==> src/rtl/y86_pkg.sv <==
// Shared encodings for the sequential Y86-64 control sequencer: FSM states,
// status codes, instruction codes and the instruction-length decode.
package y86_pkg;

  typedef enum logic [3:0] {
    S_IDLE    = 4'd0,
    S_FETCH   = 4'd1,
    S_DECODE  = 4'd2,
    S_EXECUTE = 4'd3,
    S_MEMORY  = 4'd4,
    S_WRBACK  = 4'd5,
    S_PCUPD   = 4'd6,
    S_PAUSE   = 4'd7,
    S_HALTED  = 4'd8
  } state_t;

  localparam logic [3:0] STAT_AOK = 4'b1000;
  localparam logic [3:0] STAT_HLT = 4'b0100;
  localparam logic [3:0] STAT_ADR = 4'b0010;
  localparam logic [3:0] STAT_INS = 4'b0001;

  localparam logic [3:0] I_HALT   = 4'h0;
  localparam logic [3:0] I_NOP    = 4'h1;
  localparam logic [3:0] I_RRMOVQ = 4'h2;
  localparam logic [3:0] I_IRMOVQ = 4'h3;
  localparam logic [3:0] I_RMMOVQ = 4'h4;
  localparam logic [3:0] I_MRMOVQ = 4'h5;
  localparam logic [3:0] I_OPQ    = 4'h6;
  localparam logic [3:0] I_JXX    = 4'h7;
  localparam logic [3:0] I_CALL   = 4'h8;
  localparam logic [3:0] I_RET    = 4'h9;
  localparam logic [3:0] I_PUSHQ  = 4'hA;
  localparam logic [3:0] I_POPQ   = 4'hB;

  // stage_en bit order: DECODE is the MSB, PCUPD the LSB
  localparam logic [4:0] STG_DECODE  = 5'b10000;
  localparam logic [4:0] STG_EXECUTE = 5'b01000;
  localparam logic [4:0] STG_MEMORY  = 5'b00100;
  localparam logic [4:0] STG_WRBACK  = 5'b00010;
  localparam logic [4:0] STG_PCUPD   = 5'b00001;

  function automatic logic [3:0] instr_len_of(input logic [3:0] icode);
    case (icode)
      I_HALT, I_NOP, I_RET:              instr_len_of = 4'd1;
      I_RRMOVQ, I_OPQ, I_PUSHQ, I_POPQ:  instr_len_of = 4'd2;
      I_IRMOVQ, I_RMMOVQ, I_MRMOVQ:      instr_len_of = 4'd10;
      I_JXX, I_CALL:                     instr_len_of = 4'd9;
      default:                           instr_len_of = 4'd1;
    endcase
  endfunction

  function automatic logic icode_legal(input logic [3:0] icode);
    icode_legal = (icode <= I_POPQ);
  endfunction

  function automatic logic [4:0] stage_onehot(input state_t s);
    case (s)
      S_DECODE:  stage_onehot = STG_DECODE;
      S_EXECUTE: stage_onehot = STG_EXECUTE;
      S_MEMORY:  stage_onehot = STG_MEMORY;
      S_WRBACK:  stage_onehot = STG_WRBACK;
      S_PCUPD:   stage_onehot = STG_PCUPD;
      default:   stage_onehot = 5'b00000;
    endcase
  endfunction

  function automatic logic busy_of(input state_t s);
    busy_of = !((s == S_IDLE) || (s == S_PAUSE) || (s == S_HALTED));
  endfunction

endpackage

==> src/rtl/y86_fetch_buffer.sv <==
// Byte counter and 80-bit instruction assembly register. Exposes look-ahead
// decode of the byte currently being accepted so the sequencer can decide
// the next state in the same cycle.
module y86_fetch_buffer
  import y86_pkg::*;
(
  input  logic        clk,
  input  logic        rst,
  input  logic        clear,
  input  logic        take,
  input  logic [7:0]  data,
  output logic [3:0]  k,
  output logic [79:0] instr,
  output logic [3:0]  instr_len,
  output logic [3:0]  icode,
  output logic        last
);

  logic [3:0] len_eff;
  logic [6:0] bitpos;

  // Byte 0 decodes directly from the incoming data; later bytes use the stored length
  assign icode   = (k == 4'd0) ? data[7:4] : instr[79:76];
  assign len_eff = (k == 4'd0) ? instr_len_of(data[7:4]) : instr_len;
  assign last    = ((k + 4'd1) == len_eff);
  assign bitpos  = 7'd72 - {k, 3'b000};

  always_ff @(posedge clk or posedge rst) begin
    if (rst) begin
      k         <= 4'd0;
      instr     <= 80'd0;
      instr_len <= 4'd1;
    end else if (clear) begin
      k     <= 4'd0;
      instr <= 80'd0;
    end else if (take) begin
      instr[bitpos +: 8] <= data;
      k                  <= k + 4'd1;
      if (k == 4'd0) begin
        instr_len <= len_eff;
      end
    end
  end

endmodule

==> src/rtl/y86_seq_sequencer.sv <==
// Sequential Y86-64 control sequencer: walks FETCH..PCUPD once per instruction,
// fetching one byte per handshake and reporting status, PC and retire count.
module y86_seq_sequencer
  import y86_pkg::*;
#(
  parameter int ADDR_W     = 64,
  parameter int IMEM_BYTES = 20481,
  parameter int CNT_W      = 32
) (
  input  logic              clk,
  input  logic              rst,
  input  logic              start,
  input  logic              step_mode,
  input  logic              step,
  output logic              imem_rd,
  output logic [ADDR_W-1:0] imem_addr,
  input  logic [7:0]        imem_data,
  input  logic              imem_valid,
  output logic              dmem_req,
  input  logic              dmem_ack,
  input  logic              dmem_err,
  input  logic              mem_op,
  input  logic [ADDR_W-1:0] pc_next,
  output logic [79:0]       instr,
  output logic [3:0]        instr_len,
  output logic [4:0]        stage_en,
  output logic [ADDR_W-1:0] pc,
  output logic [3:0]        stat,
  output logic [CNT_W-1:0]  retired,
  output logic              busy
);

  localparam logic [ADDR_W:0] IMEM_LIM = (ADDR_W + 1)'(IMEM_BYTES);

  state_t            state;
  state_t            nxt;
  logic [3:0]        stat_nxt;
  logic              fetch_go;
  logic              dmem_go;
  logic              pc_load;
  logic              ret_inc;
  logic              fb_clear;
  logic              fb_take;
  logic              step_q;
  logic              step_rise;
  logic [ADDR_W-1:0] fa_base;
  logic [3:0]        fa_off;
  logic [ADDR_W:0]   fa_sum;
  logic              fa_ok;
  logic [3:0]        fb_k;
  logic [3:0]        fb_icode;
  logic              fb_last;
  logic              adr_s;
  logic              ins_s;
  logic              hlt_s;

  y86_fetch_buffer u_fetch (
    .clk       (clk),
    .rst       (rst),
    .clear     (fb_clear),
    .take      (fb_take),
    .data      (imem_data),
    .k         (fb_k),
    .instr     (instr),
    .instr_len (instr_len),
    .icode     (fb_icode),
    .last      (fb_last)
  );

  // Carry out of the add counts as out of range, so wrapped addresses are rejected
  assign fa_sum    = {1'b0, fa_base} + {{(ADDR_W - 3){1'b0}}, fa_off};
  assign fa_ok     = (fa_sum < IMEM_LIM);
  assign fb_take   = (state == S_FETCH) && imem_rd && imem_valid;
  assign step_rise = step && !step_q;
  assign adr_s     = fb_take && !fb_last && !fa_ok;
  assign ins_s     = fb_take && !icode_legal(fb_icode);
  assign hlt_s     = fb_take && fb_last && (fb_icode == I_HALT);

  // Address of the byte the next cycle will request
  always_comb begin
    fa_base = pc;
    fa_off  = 4'd0;
    case (state)
      S_PCUPD: begin
        fa_base = pc_next;
        fa_off  = 4'd0;
      end
      S_FETCH: begin
        fa_base = pc;
        fa_off  = fb_take ? (fb_k + 4'd1) : fb_k;
      end
      default: begin
        fa_base = pc;
        fa_off  = 4'd0;
      end
    endcase
  end

  // Next-state and per-cycle action decode
  always_comb begin
    nxt      = state;
    stat_nxt = stat;
    fetch_go = 1'b0;
    dmem_go  = 1'b0;
    pc_load  = 1'b0;
    ret_inc  = 1'b0;
    fb_clear = 1'b0;
    case (state)
      S_IDLE, S_PAUSE: begin
        if ((state == S_IDLE) ? start : step_rise) begin
          if (fa_ok) begin
            nxt      = S_FETCH;
            fetch_go = 1'b1;
            fb_clear = 1'b1;
          end else begin
            nxt      = S_HALTED;
            stat_nxt = STAT_ADR;
          end
        end else begin
          nxt = state;
        end
      end
      S_FETCH: begin
        if (adr_s) begin
          nxt      = S_HALTED;
          stat_nxt = STAT_ADR;
        end else if (ins_s) begin
          nxt      = S_HALTED;
          stat_nxt = STAT_INS;
        end else if (hlt_s) begin
          nxt      = S_HALTED;
          stat_nxt = STAT_HLT;
        end else if (fb_take && fb_last) begin
          nxt = S_DECODE;
        end else begin
          fetch_go = 1'b1;
        end
      end
      S_DECODE:  nxt = S_EXECUTE;
      // mem_op is sampled here so dmem_req can be a registered output in MEMORY
      S_EXECUTE: begin
        nxt     = S_MEMORY;
        dmem_go = mem_op;
      end
      S_MEMORY: begin
        if (!dmem_req) begin
          nxt = S_WRBACK;
        end else if (dmem_ack) begin
          if (dmem_err) begin
            nxt      = S_HALTED;
            stat_nxt = STAT_ADR;
          end else begin
            nxt = S_WRBACK;
          end
        end else begin
          dmem_go = 1'b1;
        end
      end
      S_WRBACK:  nxt = S_PCUPD;
      S_PCUPD: begin
        pc_load = 1'b1;
        ret_inc = 1'b1;
        if (step_mode) begin
          nxt = S_PAUSE;
        end else if (fa_ok) begin
          nxt      = S_FETCH;
          fetch_go = 1'b1;
          fb_clear = 1'b1;
        end else begin
          nxt      = S_HALTED;
          stat_nxt = STAT_ADR;
        end
      end
      S_HALTED:  nxt = S_HALTED;
      default:   nxt = S_IDLE;
    endcase
  end

  // State register and all registered outputs
  always_ff @(posedge clk or posedge rst) begin
    if (rst) begin
      state     <= S_IDLE;
      stat      <= STAT_AOK;
      pc        <= '0;
      retired   <= '0;
      imem_rd   <= 1'b0;
      imem_addr <= '0;
      dmem_req  <= 1'b0;
      stage_en  <= 5'b00000;
      busy      <= 1'b0;
      step_q    <= 1'b0;
    end else begin
      state    <= nxt;
      stat     <= stat_nxt;
      imem_rd  <= fetch_go;
      dmem_req <= dmem_go;
      stage_en <= stage_onehot(nxt);
      busy     <= busy_of(nxt);
      step_q   <= step;
      if (fetch_go) begin
        imem_addr <= fa_sum[ADDR_W-1:0];
      end
      if (pc_load) begin
        pc <= pc_next;
      end
      if (ret_inc) begin
        retired <= retired + CNT_W'(1);
      end
    end
  end

endmodule
==> config.mk <==
export PLATFORM = sky130hd
export DESIGN_NAME = y86_seq_sequencer
export DESIGN_NICKNAME = d
export VERILOG_FILES = /design/src/rtl/y86_pkg.sv /design/src/rtl/y86_fetch_buffer.sv /design/src/rtl/y86_seq_sequencer.sv
export SDC_FILE = /design/constraint.sdc
export NUM_CORES = 1
export LEC_CHECK = 0
export CAP_MARGIN = 20
export CORE_MARGIN = 2
export CORE_UTILIZATION = 53
export CTS_BUF_LIST = sky130_fd_sc_hd__clkbuf_8
export DETAILED_ROUTE_END_ITERATION = 16
export GPL_TIMING_DRIVEN = 0
export PLACE_DENSITY = 0.84
export SLEW_MARGIN = 20
export SYNTH_ARGS = -nofsm -noshare
export SYNTH_HDL_FRONTEND = slang
export SYNTH_SLANG_ARGS = --single-unit
==> constraint.sdc <==
create_clock -name clk -period 11.1 [get_ports clk]
set_clock_uncertainty 0.2 [all_clocks]
set_input_delay 2.22 -clock clk [delete_from_list [all_inputs] [get_ports clk]]
set_output_delay 2.22 -clock clk [all_outputs]
set_load 0.02 [all_outputs]
==> results.txt, run 1 <==
----------------------------------------------------
[Yosys]
  Ys Warns ... 0
  Proportion of synthesized chip area in sequential cells ... 44.4%
  Mean post-synth cell area ... 9.47 sq um
  Primary flip-flop cell chosen by synthesis mapping ... dfrtp_1
  Instance count of the mapped netlist ... 1578
  Post-Syn Area ... 14900 sq um
  Post-synth EDFFs ... 0
  Synthesized Nets ... 1674
  Number of register bits inferred by synthesis ... 265
  Unique masters post-synth ... 84
  Share of flip-flops with an asynchronous set or reset after synthesis ... 100%

[CTS]
  Max Buffers Root-to-Sink ... 3
  CTS Buf Count ... 44
  Post-CTS Setup Bufs ... 0
  Clock latency of the later-clocked register in the worst-skew pair ... 0.59 ns
  Count of instances resized after the clock tree is built ... 0
  Number of levels in the clock H-tree ... 2
  Register clock-pin slew on the reported worst setup and hold paths ... 0.06 ns
  Clock root buffer master ... clkbuf_8
  Total number of clock tree sinks ... 265
  Post-CTS Hold Fix Bufs ... 0
  Clock tree from TritonCTS ... yes

[Layout]
  Non-Filler Cell Area, Final ... 19700 sq um
  Area delta synth->final ... 31.9%
  Ratio of cells with drive above 1 in the final layout ... 10.4%
  Number of fill cells in the layout ... 2146
  Most common cell after layout, fill and taps aside ... clkdlybuf4s50_1
  Top library cells by usage in the layout, fill and taps aside ... 332 x clkdlybuf4s50_1, 289 x nand2_1, 263 x dfrtp_1, 113 x nand3_1, 94 x nor2_1
  Post-route core utilization ... 70.9%
  Final nets ... 2056

[Route]
  Sum of met3 wire segment lengths after detailed routing ... 5.82 mm
  Count of routing violations after the opening detailed-route iteration ... 1443
  Uppermost metal layer occupied by signal nets ... met4
  Number of DRC violations after detailed routing ... 0
  Total routed wire length on the met1 layer ... 20.6 mm
  Drt total wl ... 53.9 mm
  Detail-routed net length per standard cell ... 22.8 um
  Vias post-DR ... 14500
  Per-cell via count in the routed design ... 6.11
  WL met2 ... 24.4 mm
  Antenna viol nets, final ... 0
  Pre-antenna DRT Iters ... 6

[Critical path]
  Arrival @ worst endpoint ... 9.37 ns
  Maximum fanout encountered on the critical timing path ... 10
  Kind of start point of the critical path ... flop
  Depth of the worst register-to-register path ... 27
  Classification of the worst setup path ... reg2reg
  Critical Path RT ... 11.35 ns
  Crit path capture type ... flop

[Die]
  Die area ... 29600 sq um
  Core Region ... 27800 sq um
  Die Height ... 172 um
  Starting utilization of the core area ... 53.8%
  Width of the chip ... 172 um
  Core Rows ... 61
  Number of I/O pins ... 337

[GRT]
  Global route overflow ... 0
  Overall routing resource usage ... 36.1%
  Vias in the first global route ... 14000
  Initial antenna violation count ... 1
  Global-route wire length before repair ... 81.3 mm
  Largest net degree at the start of global routing ... 104

[Hold path]
  Count of cells along the worst hold path ... 1
  Tightest Hold Check Type ... reg2reg

[Timing]
  Fraction of the cycle the final worst path needs ... 82.1%
  Smallest setup slack after layout ... 1.98 ns
  Total setup violations reported at the end of the flow ... 0
  Pin slew with the least headroom to its limit ... 1.05 ns
  Final Hold Vio Count ... 0
  Rel. slew slack ... 28.1%
  Worst hold slack ... 0.278 ns
  Shortest period the worst path allows ... 9.12 ns
  Top achievable clock speed ... 110 MHz
  Unrepaired setup endpoints after global routing ... false
  Final Slew Violations ... 0

[Place]
  Dpl hpwl ... 40.0 mm
  RePlAce Congestion ... 1.00
  Count of input and output buffers ... 332
  Worst slack after detailed placement ... 1.70 ns
  Placed standard-cell area ... 18800 sq um

[Pwr]
  Lkg Pwr ... 0.00827 uW
  PD cells ... 199 nW/um^2
  Power after layout ... 3930 uW
  Maximum vdd drop ... 0.160 mV

[Outcome]
  Result of the run ... finished clean

[Job]
  # Max-Cap Violations ... 0

----------------------------------------------------
synthesized netlist by cell type, types with 31 or more instances:
| library cell | n | area [sq um] |
|---|---|---|
| a21oi_1 | 82 | 410 |
| dfrtp_1 | 263 | 6580 |
| inv_1 | 46 | 173 |
| mux2_4 | 40 | 601 |
| mux2i_1 | 58 | 581 |
| nand2_1 | 289 | 1080 |
| nand3_1 | 113 | 566 |
| nand4_1 | 48 | 300 |
| nor2_1 | 94 | 353 |
| nor3_1 | 38 | 190 |
| xnor2_1 | 75 | 657 |
| xor2_1 | 31 | 272 |
worst paths after layout:
check | startpoint | endpoint | slack (ns)
setup / recovery | state[3]$_DFF_PP0_ | imem_addr[37]$_DFFE_PP0P_ | 1.98
setup reg to reg | state[3]$_DFF_PP0_ | imem_addr[37]$_DFFE_PP0P_ | 1.98
hold reg to reg | retired[31]$_DFFE_PP0P_ | retired[31]$_DFFE_PP0P_ | 0.28
min in group asynchronous | rst | pc[56]$_DFFE_PP0P_ | 1.91
hold / removal | retired[31]$_DFFE_PP0P_ | retired[31]$_DFFE_PP0P_ | 0.28
max in group asynchronous | rst | stat[3]$_DFFE_PP1P_ | 7.49
worst max-delay path, stage by stage, from the launching register on:
cell	delay, ns
dfrtp_1	0.37
buf_6	0.14
and4bb_1	0.28
buf_6	0.19
buf_6	0.21
buf_6	0.18
buf_4	0.21
buf_2	0.39
clkbuf_1	0.72
buf_1	0.65
nand2_1	0.15
nand2_1	0.10
ha_1	0.20
inv_1	0.07
fa_1	0.39
nand2b_1	0.19
a21oi_2	0.35
nand3_1	0.39
a2111oi_0	1.04
xor2_1	0.32
nor4_1	0.35
nand4_1	0.23
nor4_4	0.50
nand2_2	0.19
o22ai_4	0.22
buf_12	0.21
buf_12	0.20
mux2_1	0.34
logic make-up after synthesis:
family                   share of synthesized area [%]
buffers and inverters                             4.53
flip-flops                                        44.4
multiplexers                                      9.56
XOR/XNOR                                          6.21
adder cells (fa/ha/maj)                           1.31
AND/OR/NAND/NOR                                   24.6
AO/OA/AOI/OAI                                     9.38
cell type report:
cell class	count	area, sq um	area share [%]
multi-input cells	1191	7640	38.8
flip-flops and latches	265	6630	33.7
repair buffers	336	3390	17.2
clock buffers	49	674	3.42
plain buffers	76	504	2.56
well taps	378	473	2.40
clock inverters	25	204	1.03
inverters	46	180	0.914
diodes	2	5.00	0.0254
flip-flops by register name (all words and copies together), names as in the netlist:
name,cells
busy,1
dmem_req,1
imem_addr,64
imem_rd,1
pc,64
retired,32
stage_en,5
stat,4
state,4
step_q,1
u_fetch.instr,80
u_fetch.instr_len,4
u_fetch.k,4
per-stage QoR:
stage | TNS (ns) | instances
after detailed placement | 0 | 2292
final | 0 | 2368
after CTS | 0 | 2366
after floorplan | 0 | 1578
after global routing | 0 | 2366
after global placement | -488.13 | 2288
metal layers:
metal,up-vias,global-route usage [%]
li1,6353,-
met1,6917,46.1
met2,974,57.4
met4,0,18.5
met3,229,8.86
met5,-,0
report_power, final:
part	internal [uW]	leakage [uW]	total [uW]	switching (uW)
clock	476	0.000511	885	408
sequential	1180	0.00330	1440	257
combinational	713	0.00446	1610	897
total	2370	0.00827	3930	1560
Power figures use the tool's default switching activity.
==> inputs of run 2 (changes only) <==
- clock period: 11.1 -> 8.4 ns (I/O delays scaled with it)
==> run 2 against run 1 <==
Clock-buffer cell count rose by 3. Clock power rose by 41%. Design area rose by 1.1%. Register-to-register slack got worse by 1.6 ns. Worst setup slack got worse by 1.7 ns. Critical path depth fell by 5. Largest power group unchanged. Routed wire length rose by 1.1%. Sequential power rose by 31%. Power rose by 34%. Die area did not move. Combinational power rose by 33%. Critical path type is now in2reg. First-iteration DRC count rose by 15%.
==> results.txt, run 2 (synthesis gave the netlist of run 1 again) <==
----------------------------------------------------
[Outcome]
  Result of the run ... finished clean

[GRT]
  Global-route wire length before repair ... 82.4 mm (+1.4%)
  Initial antenna violation count ... 2 (+1)
  Vias in the first global route ... 14200 (+0.96%)
  Global route overflow ... 0 (unchanged)
  Overall routing resource usage ... 36.6% (+0.49 points)
  Largest net degree at the start of global routing ... 35 (-66%)

[Pwr]
  PD cells ... 265 nW/um^2 (+33%)
  Power after layout ... 5280 uW (+34%)
  Lkg Pwr ... 0.00838 uW (+1.4%)
  Maximum vdd drop ... 0.212 mV (+33%)

[Place]
  RePlAce Congestion ... 0.969 (-3.2%)
  Placed standard-cell area ... 18900 sq um (+0.54%)
  Worst slack after detailed placement ... -0.476 ns (-2.18 ns)
  Dpl hpwl ... 41.1 mm (+2.9%)
  Count of input and output buffers ... 332 (unchanged)

[Route]
  Detail-routed net length per standard cell ... 22.9 um (+0.58%)
  Per-cell via count in the routed design ... 6.10 (-0.22%)
  Count of routing violations after the opening detailed-route iteration ... 1666 (+15%)
  Drt total wl ... 54.5 mm (+1.1%)
  Vias post-DR ... 14500 (+0.32%)
  Pre-antenna DRT Iters ... 6 (unchanged)
  Antenna viol nets, final ... 0 (unchanged)
  Number of DRC violations after detailed routing ... 0 (unchanged)

[Layout]
  Non-Filler Cell Area, Final ... 19900 sq um (+1.1%)
  Area delta synth->final ... 33.3%
  Post-route core utilization ... 71.7% (+0.75 points)
  Most common cell after layout, fill and taps aside ... clkdlybuf4s50_1
  Flip-flop count of the largest register after layout ... 80 (unchanged)
  Final nets ... 2062 (+0.29%)
  Diode insertion count for antenna repair ... 0 (-2)
  Most flop-heavy register ... u_fetch.instr
  Ratio of cells with drive above 1 in the final layout ... 10.9% (+0.52 points)
  Top library cells by usage in the layout, fill and taps aside ... 332 x clkdlybuf4s50_1, 289 x nand2_1, 263 x dfrtp_1, 113 x nand3_1, 94 x nor2_1
  Largest registers ... u_fetch.instr (80), imem_addr (64), pc (64)

[Timing]
  Total setup violations reported at the end of the flow ... 0 (unchanged)
  Final Hold Vio Count ... 0 (unchanged)
  Smallest setup slack after layout ... 0.238 ns (-1.74 ns)
  Unrepaired setup endpoints after global routing ... false
  Shortest period the worst path allows ... 8.16 ns
  Final Slew Violations ... 0 (unchanged)
  Accumulated negative setup slack ... 0 ns (unchanged)
  Fraction of the cycle the final worst path needs ... 97.2%
  Rel. slew slack ... 21.8% (-6.3 points)
  Pin slew with the least headroom to its limit ... 1.16 ns (+0.111 ns)
  Top achievable clock speed ... 123 MHz

[Hold path]
  Tightest Hold Check Type ... reg2reg

[CTS]
  Register clock-pin slew on the reported worst setup and hold paths ... 0.06 ns (about the same)
  Max Buffers Root-to-Sink ... 3 (unchanged)
  Total number of clock tree sinks ... 265 (unchanged)
  Clock root buffer master ... clkbuf_8
  Number of levels in the clock H-tree ... 2 (unchanged)
  Clock tree from TritonCTS ... yes
  Clock latency of the later-clocked register in the worst-skew pair ... 0.59 ns (about the same)
  CTS Buf Count ... 45 (+2.3%)

[Die]
  Core Rows ... 61 (unchanged)
  Die Height ... 172 um (unchanged)
  Core Region ... 27800 sq um (unchanged)
  Die area ... 29600 sq um (unchanged)
  Width of the chip ... 172 um (unchanged)
  Starting utilization of the core area ... 53.8% (unchanged)
  Number of I/O pins ... 337 (unchanged)

[Critical path]
  Worst r2r dst ... imem_addr[37]$_DFFE_PP0P_
  Arrival @ worst endpoint ... 8.42 ns (-0.95 ns)
  Critical R2R Launch ... state[1]$_DFF_PP0_
  Start point of the critical path ... imem_valid
  Classification of the worst setup path ... in2reg
  Depth of the worst register-to-register path ... 25 (-7.4%)
  Slowest-stage cell, CP ... a211oi_4
  CP Cell Sequence ... clkdlybuf4s50_1 > and3_1 > clkbuf_1 > buf_1 > xnor2_1 > nor2_1 > ha_1 > inv_1 > fa_1 > nand2b_1 > a21oi_2 > nand3_1 > a211oi_4 > nand3_1 > a211oi_1 > nand4_1 > nor4_4 > nand2_2 > o22ai_4 > buf_12 > buf_12 > mux2_1
  Critical Path RT ... 8.66 ns (-2.69 ns)
  Kind of start point of the critical path ... primary input
  Maximum fanout encountered on the critical timing path ... 10 (unchanged)
  Crit path capture type ... flop
  Peak per-stage delay on the critical path ... 0.55 ns (-0.49 ns)
  Destination of the critical timing path ... imem_addr[37]$_DFFE_PP0P_
  Worst R2R Setup Slack ... 0.36 ns (-1.62 ns)

[Job]
  # Max-Cap Violations ... 0 (unchanged)

----------------------------------------------------
run 2: cell count changes in the layout (fill, tap and decap cells not counted), sizes merged:
cell / before / now
inv: 64 / 68
bufinv: 3 / 4
buf: 64 / 70
clkinvlp: 0 / 2
diode: 2 / 0
clkbuf: 65 / 67
run 2: routing by layer:
| metal | part of all wire, % | track usage (%) | wire [um] | up-vias |
|---|---|---|---|---|
| li1 | - | - | - | 6367 |
| met1 | 39 | 47.8 | 21100 | 6987 |
| met2 | 46 | 59.0 | 25100 | 957 |
| met3 | 11 | 8.51 | 5770 | 205 |
| met4 | 4.7 | 15.3 | 2580 | 4 |
| met5 | 0.037 | 0 | 20 | - |
run 2: layout make-up:
| class | count | area [sq um] |
|---|---|---|
| Timing Repair Buffer | 344 | 3510 |
| Sequential cell | 265 | 6630 |
| Tap cell | 378 | 473 |
| Inverter | 46 | 176 |
| Clock buffer | 52 | 716 |
| Buffer | 73 | 493 |
| Clock inverter | 32 | 256 |
| Fill cell | 2139 | 7860 |
| Multi-Input combinational cell | 1191 | 7660 |
run 2: worst max-delay path: cells and delay by family:
kind | cells | cell delay (ns)
multiplexers | 1 | 0.34
AO/OA/AOI/OAI | 4 | 1.62
adder cells (fa/ha/maj) | 2 | 0.62
buffers and inverters | 6 | 1.84
XOR/XNOR | 1 | 0.14
AND/OR/NAND/NOR | 8 | 2.14
run 2: worst min path at each step:
stage,cells past startpoint,end,start,slack (ns)
3_5_place_dp,2,u_fetch.instr_len[0]$_DFFE_PP1P_,u_fetch.instr_len[0]$_DFFE_PP1P_,0.27
5_1_grt,2,u_fetch.instr_len[0]$_DFFE_PP1P_,u_fetch.instr_len[0]$_DFFE_PP1P_,0.30
4_1_cts,2,u_fetch.instr_len[0]$_DFFE_PP1P_,u_fetch.instr_len[0]$_DFFE_PP1P_,0.28
2_1_floorplan,2,u_fetch.instr_len[0]$_DFFE_PP1P_,u_fetch.instr_len[0]$_DFFE_PP1P_,0.30
6_report,1,retired[31]$_DFFE_PP0P_,retired[31]$_DFFE_PP0P_,0.27
3_3_place_gp,2,u_fetch.instr_len[0]$_DFFE_PP1P_,u_fetch.instr_len[0]$_DFFE_PP1P_,0.26
run 2: where the power goes:
group | internal (uW) | leakage [uW] | switching, uW
Clock | 693 | 0.000575 | 561
Combinational | 947 | 0.00451 | 1200
Sequential | 1560 | 0.00330 | 326
run 2: metrics by stage:
stage | std cells | hold slack, ns
2_1_floorplan | 1578 | 0.298
3_3_place_gp | 2288 | 0.260
3_5_place_dp | 2298 | 0.269
4_1_cts | 2381 | 0.278
5_1_grt | 2381 | 0.300
6_report | 2381 | 0.274
run 2: what timing repair did:
| action | 4_1_cts | 5_1_grt |
|---|---|---|
| endpoints found under the setup margin | 149 | 144 |
| buffers inserted | 0 | 2 |
| resized for setup | 1 | 3 |
| pin swaps | 0 | 1 |
| hold buffers | 0 | 0 |
==> inputs of run 3 (changes only) <==
- SLEW_MARGIN: 20 -> default
==> run 3 against run 2 <==
Utilization rose by 0.22 points. Largest power group unchanged. Non-clock buffer count fell by 6. Critical endpoint unchanged. First-iteration DRC count rose by 11%. Sequential share of layout area fell by 0.10 points.
==> results.txt, run 3 (synthesis gave the netlist of run 1 again) <==
----------------------------------------------------
[Outcome]
  Result of the run ... finished clean

[CTS]
  Clock latency of the later-clocked register in the worst-skew pair ... 0.61 ns (+0.02 ns)
  Number of levels in the clock H-tree ... 2 (unchanged)
  Clock tree from TritonCTS ... yes
  Clock root buffer master ... clkbuf_8
  Total number of clock tree sinks ... 265 (unchanged)
  CTS Buf Count ... 46 (+2.2%)
  Post-CTS Setup Bufs ... 0 (unchanged)
  Register clock-pin slew on the reported worst setup and hold paths ... 0.07 ns (about the same)
  Max Buffers Root-to-Sink ... 3 (unchanged)
  Post-CTS Hold Fix Bufs ... 0 (unchanged)

[Layout]
  Largest registers ... u_fetch.instr (80), imem_addr (64), pc (64)
  Non-Filler Cell Area, Final ... 20000 sq um (+0.30%)
  Area used by multi-input combinational logic ... 7650 sq um (about the same)
  FF/Latch Area ... 6630 sq um (unchanged)
  Number of fill cells in the layout ... 2103 (-1.7%)
  Ratio of cells with drive above 1 in the final layout ... 11.7% (+0.73 points)
  Area delta synth->final ... 33.7%
  Final nets ... 2057 (-0.24%)
  Final cell count without fillers ... 2377 (-0.17%)
  Flip-flop count of the largest register after layout ... 80 (unchanged)
  Most flop-heavy register ... u_fetch.instr
  Most common cell after layout, fill and taps aside ... clkdlybuf4s50_1
  Top library cells by usage in the layout, fill and taps aside ... 332 x clkdlybuf4s50_1, 289 x nand2_1, 263 x dfrtp_1, 113 x nand3_1, 94 x nor2_1

[Pwr]
  Internal power summed over all cells ... 3300 uW (+3.1%)
  Part of the power in the clock network ... 25.5% (+1.8 points)
  PD cells ... 271 nW/um^2 (+2.3%)
  Part of the power in registers ... 34.8% (-0.9 points)
  Net Sw Power ... 2120 uW (+1.8%)
  Combinational Power Share ... 39.7% (-0.9 points)
  Maximum vdd drop ... 0.216 mV (+1.7%)
  Power after layout ... 5420 uW (+2.6%)
  Lkg Pwr ... 0.00837 uW (-0.18%)
  Switching part of the total power ... 39.1% (-0.31 points)

[Hold path]
  Tightest Hold Check Type ... reg2reg

[Die]
  Die Height ... 172 um (unchanged)
  Die area ... 29600 sq um (unchanged)
  Core Rows ... 61 (unchanged)
  Starting utilization of the core area ... 53.8% (unchanged)
  Width of the chip ... 172 um (unchanged)
  Core Region ... 27800 sq um (unchanged)
  Number of I/O pins ... 337 (unchanged)

[Place]
  Count of input and output buffers ... 332 (unchanged)
  Inst Count DP ... 2295 (-0.13%)
  RePlAce Congestion ... 0.969 (unchanged)
  Dpl hpwl ... 40.9 mm (-0.67%)
  Placed standard-cell area ... 18900 sq um (-0.18%)

[Route]
  Number of DRC violations after detailed routing ... 0 (unchanged)
  Detail-routed net length per standard cell ... 23.1 um (+1.1%)
  Count of routing violations after the opening detailed-route iteration ... 1846 (+11%)
  Antenna viol nets, final ... 0 (unchanged)
  Pre-antenna DRT Iters ... 6 (unchanged)
  Drt total wl ... 55.0 mm (+0.93%)
  Per-cell via count in the routed design ... 6.18 (+1.3%)
  Vias post-DR ... 14700 (+1.1%)

[Timing]
  Shortest period the worst path allows ... 8.24 ns (+0.0759 ns)
  Unrepaired setup endpoints after global routing ... false
  Fraction of the cycle the final worst path needs ... 98.1% (+0.90 points)
  Final Hold Vio Count ... 0 (unchanged)
  Worst hold slack ... 0.269 ns (-0.00527 ns)
  Final Slew Violations ... 0 (unchanged)
  Pin slew with the least headroom to its limit ... 1.18 ns (+0.0175 ns)
  Top achievable clock speed ... 121 MHz (-0.92%)
  Rel. slew slack ... 20.6% (-1.2 points)
  Accumulated negative setup slack ... 0 ns (unchanged)
  Total setup violations reported at the end of the flow ... 0 (unchanged)

[Job]
  # Max-Cap Violations ... 0 (unchanged)

[Critical path]
  Critical Path RT ... 8.65 ns (about the same)
  Crit path capture type ... flop
  Kind of start point of the critical path ... primary input
  Arrival @ worst endpoint ... 8.49 ns (+0.07 ns)
  Maximum fanout encountered on the critical timing path ... 10 (unchanged)
  Classification of the worst setup path ... in2reg

[GRT]
  Global route overflow ... 0 (unchanged)
  Initial antenna violation count ... 2 (unchanged)
  Global-route wire length before repair ... 82.4 mm (about the same)
  Overall routing resource usage ... 36.6% (-0.047 points)
  Vias in the first global route ... 13900 (-1.4%)
  Largest net degree at the start of global routing ... 43 (+23%)

----------------------------------------------------
==> run 3: changes by cell type in the layout (fill, tap and decap cells not counted) <==
cell | before | now
clkbuf_1 | 15 | 14
inv_12 | 0 | 1
inv_8 | 0 | 1
clkinv_8 | 2 | 1
clkbuf_8 | 52 | 62
buf_4 | 12 | 8
a211oi_2 | 0 | 1
a211oi_4 | 1 | 0
inv_1 | 68 | 50
diode_2 | 0 | 1
clkinvlp_4 | 2 | 1
buf_12 | 14 | 13
clkinv_2 | 2 | 11
==> run 3: worst max-delay path: stages <==
cell             delay (ns)
clkdlybuf4s50_1        0.49
and3_1                 0.49
buf_1                  0.44
xnor2_1                0.17
nor2_1                 0.14
ha_1                   0.22
inv_1                  0.07
fa_1                   0.41
nand2b_1               0.20
a21oi_2                0.37
nand3_1                0.42
a211oi_2               0.62
nand3_1                0.22
a211oi_1               0.52
nand4_1                0.35
nor4_4                 0.49
nand2_2                0.18
o22ai_4                0.23
buf_12                 0.22
buf_12                 0.21
mux2_1                 0.34
==> run 3: final cells by class <==
cell class,count,area share [%]
Antenna cell,1,0.0125
Buffer,72,2.45
Multi-Input combinational cell,1191,38.3
Inverter,46,0.883
Clock inverter,23,1.19
Sequential cell,265,33.2
Clock buffer,62,4.27
Timing Repair Buffer,339,17.3
Tap cell,378,2.37
==> run 3: power groups by stage <==
stage | combinational (uW) | sequential [uW] | clock, uW
after CTS | 2130 | 1870 | 1390
after global placement | 2080 | 1880 | 0
after global routing | 2280 | 1910 | 1460
after floorplan | 837 | 2140 | 0
final | 2150 | 1890 | 1380
after detailed placement | 2120 | 1880 | 0
==> run 3: repair_timing <==
item                                    CTS  global route
gates resized for setup                   1             2
endpoints found under the setup margin  152           145
pin swaps                                 0             1
==> run 3: final timing paths <==
| check | cells past startpoint | endpoint | slack (ns) | startpoint |
|---|---|---|---|---|
| worst max-delay path | 21 | imem_addr[37]$_DFFE_PP0P_ | 0.16 | imem_valid |
| worst min-delay path | 1 | retired[31]$_DFFE_PP0P_ | 0.27 | retired[31]$_DFFE_PP0P_ |
| worst max register to register | 25 | imem_addr[37]$_DFFE_PP0P_ | 0.19 | state[1]$_DFF_PP0_ |
| worst min register to register | 1 | retired[31]$_DFFE_PP0P_ | 0.27 | retired[31]$_DFFE_PP0P_ |
| max in group asynchronous | 4 | imem_addr[27]$_DFFE_PP0P_ | 5.90 | rst |
| min in group asynchronous | 2 | pc[58]$_DFFE_PP0P_ | 1.28 | rst |
==> run 3: layer usage <==
metal | vias to the layer above | global-route usage [%] | wire (um)
li1 | 6355 | - | -
met1 | 7125 | 48.6 | 21500
met2 | 1007 | 58.4 | 25300
met3 | 197 | 7.67 | 5660
met4 | 2 | 15.5 | 2510
met5 | - | 0 | 8
==> run 3: per-stage QoR <==
step           utilization, %  setup slack, ns
3_3_place_gp             67.5           -0.532
2_1_floorplan               -             1.89
4_1_cts                  71.9           0.0123
6_report                 71.9            0.163
3_5_place_dp             68.0           -0.526
5_1_grt                  71.9           0.0918
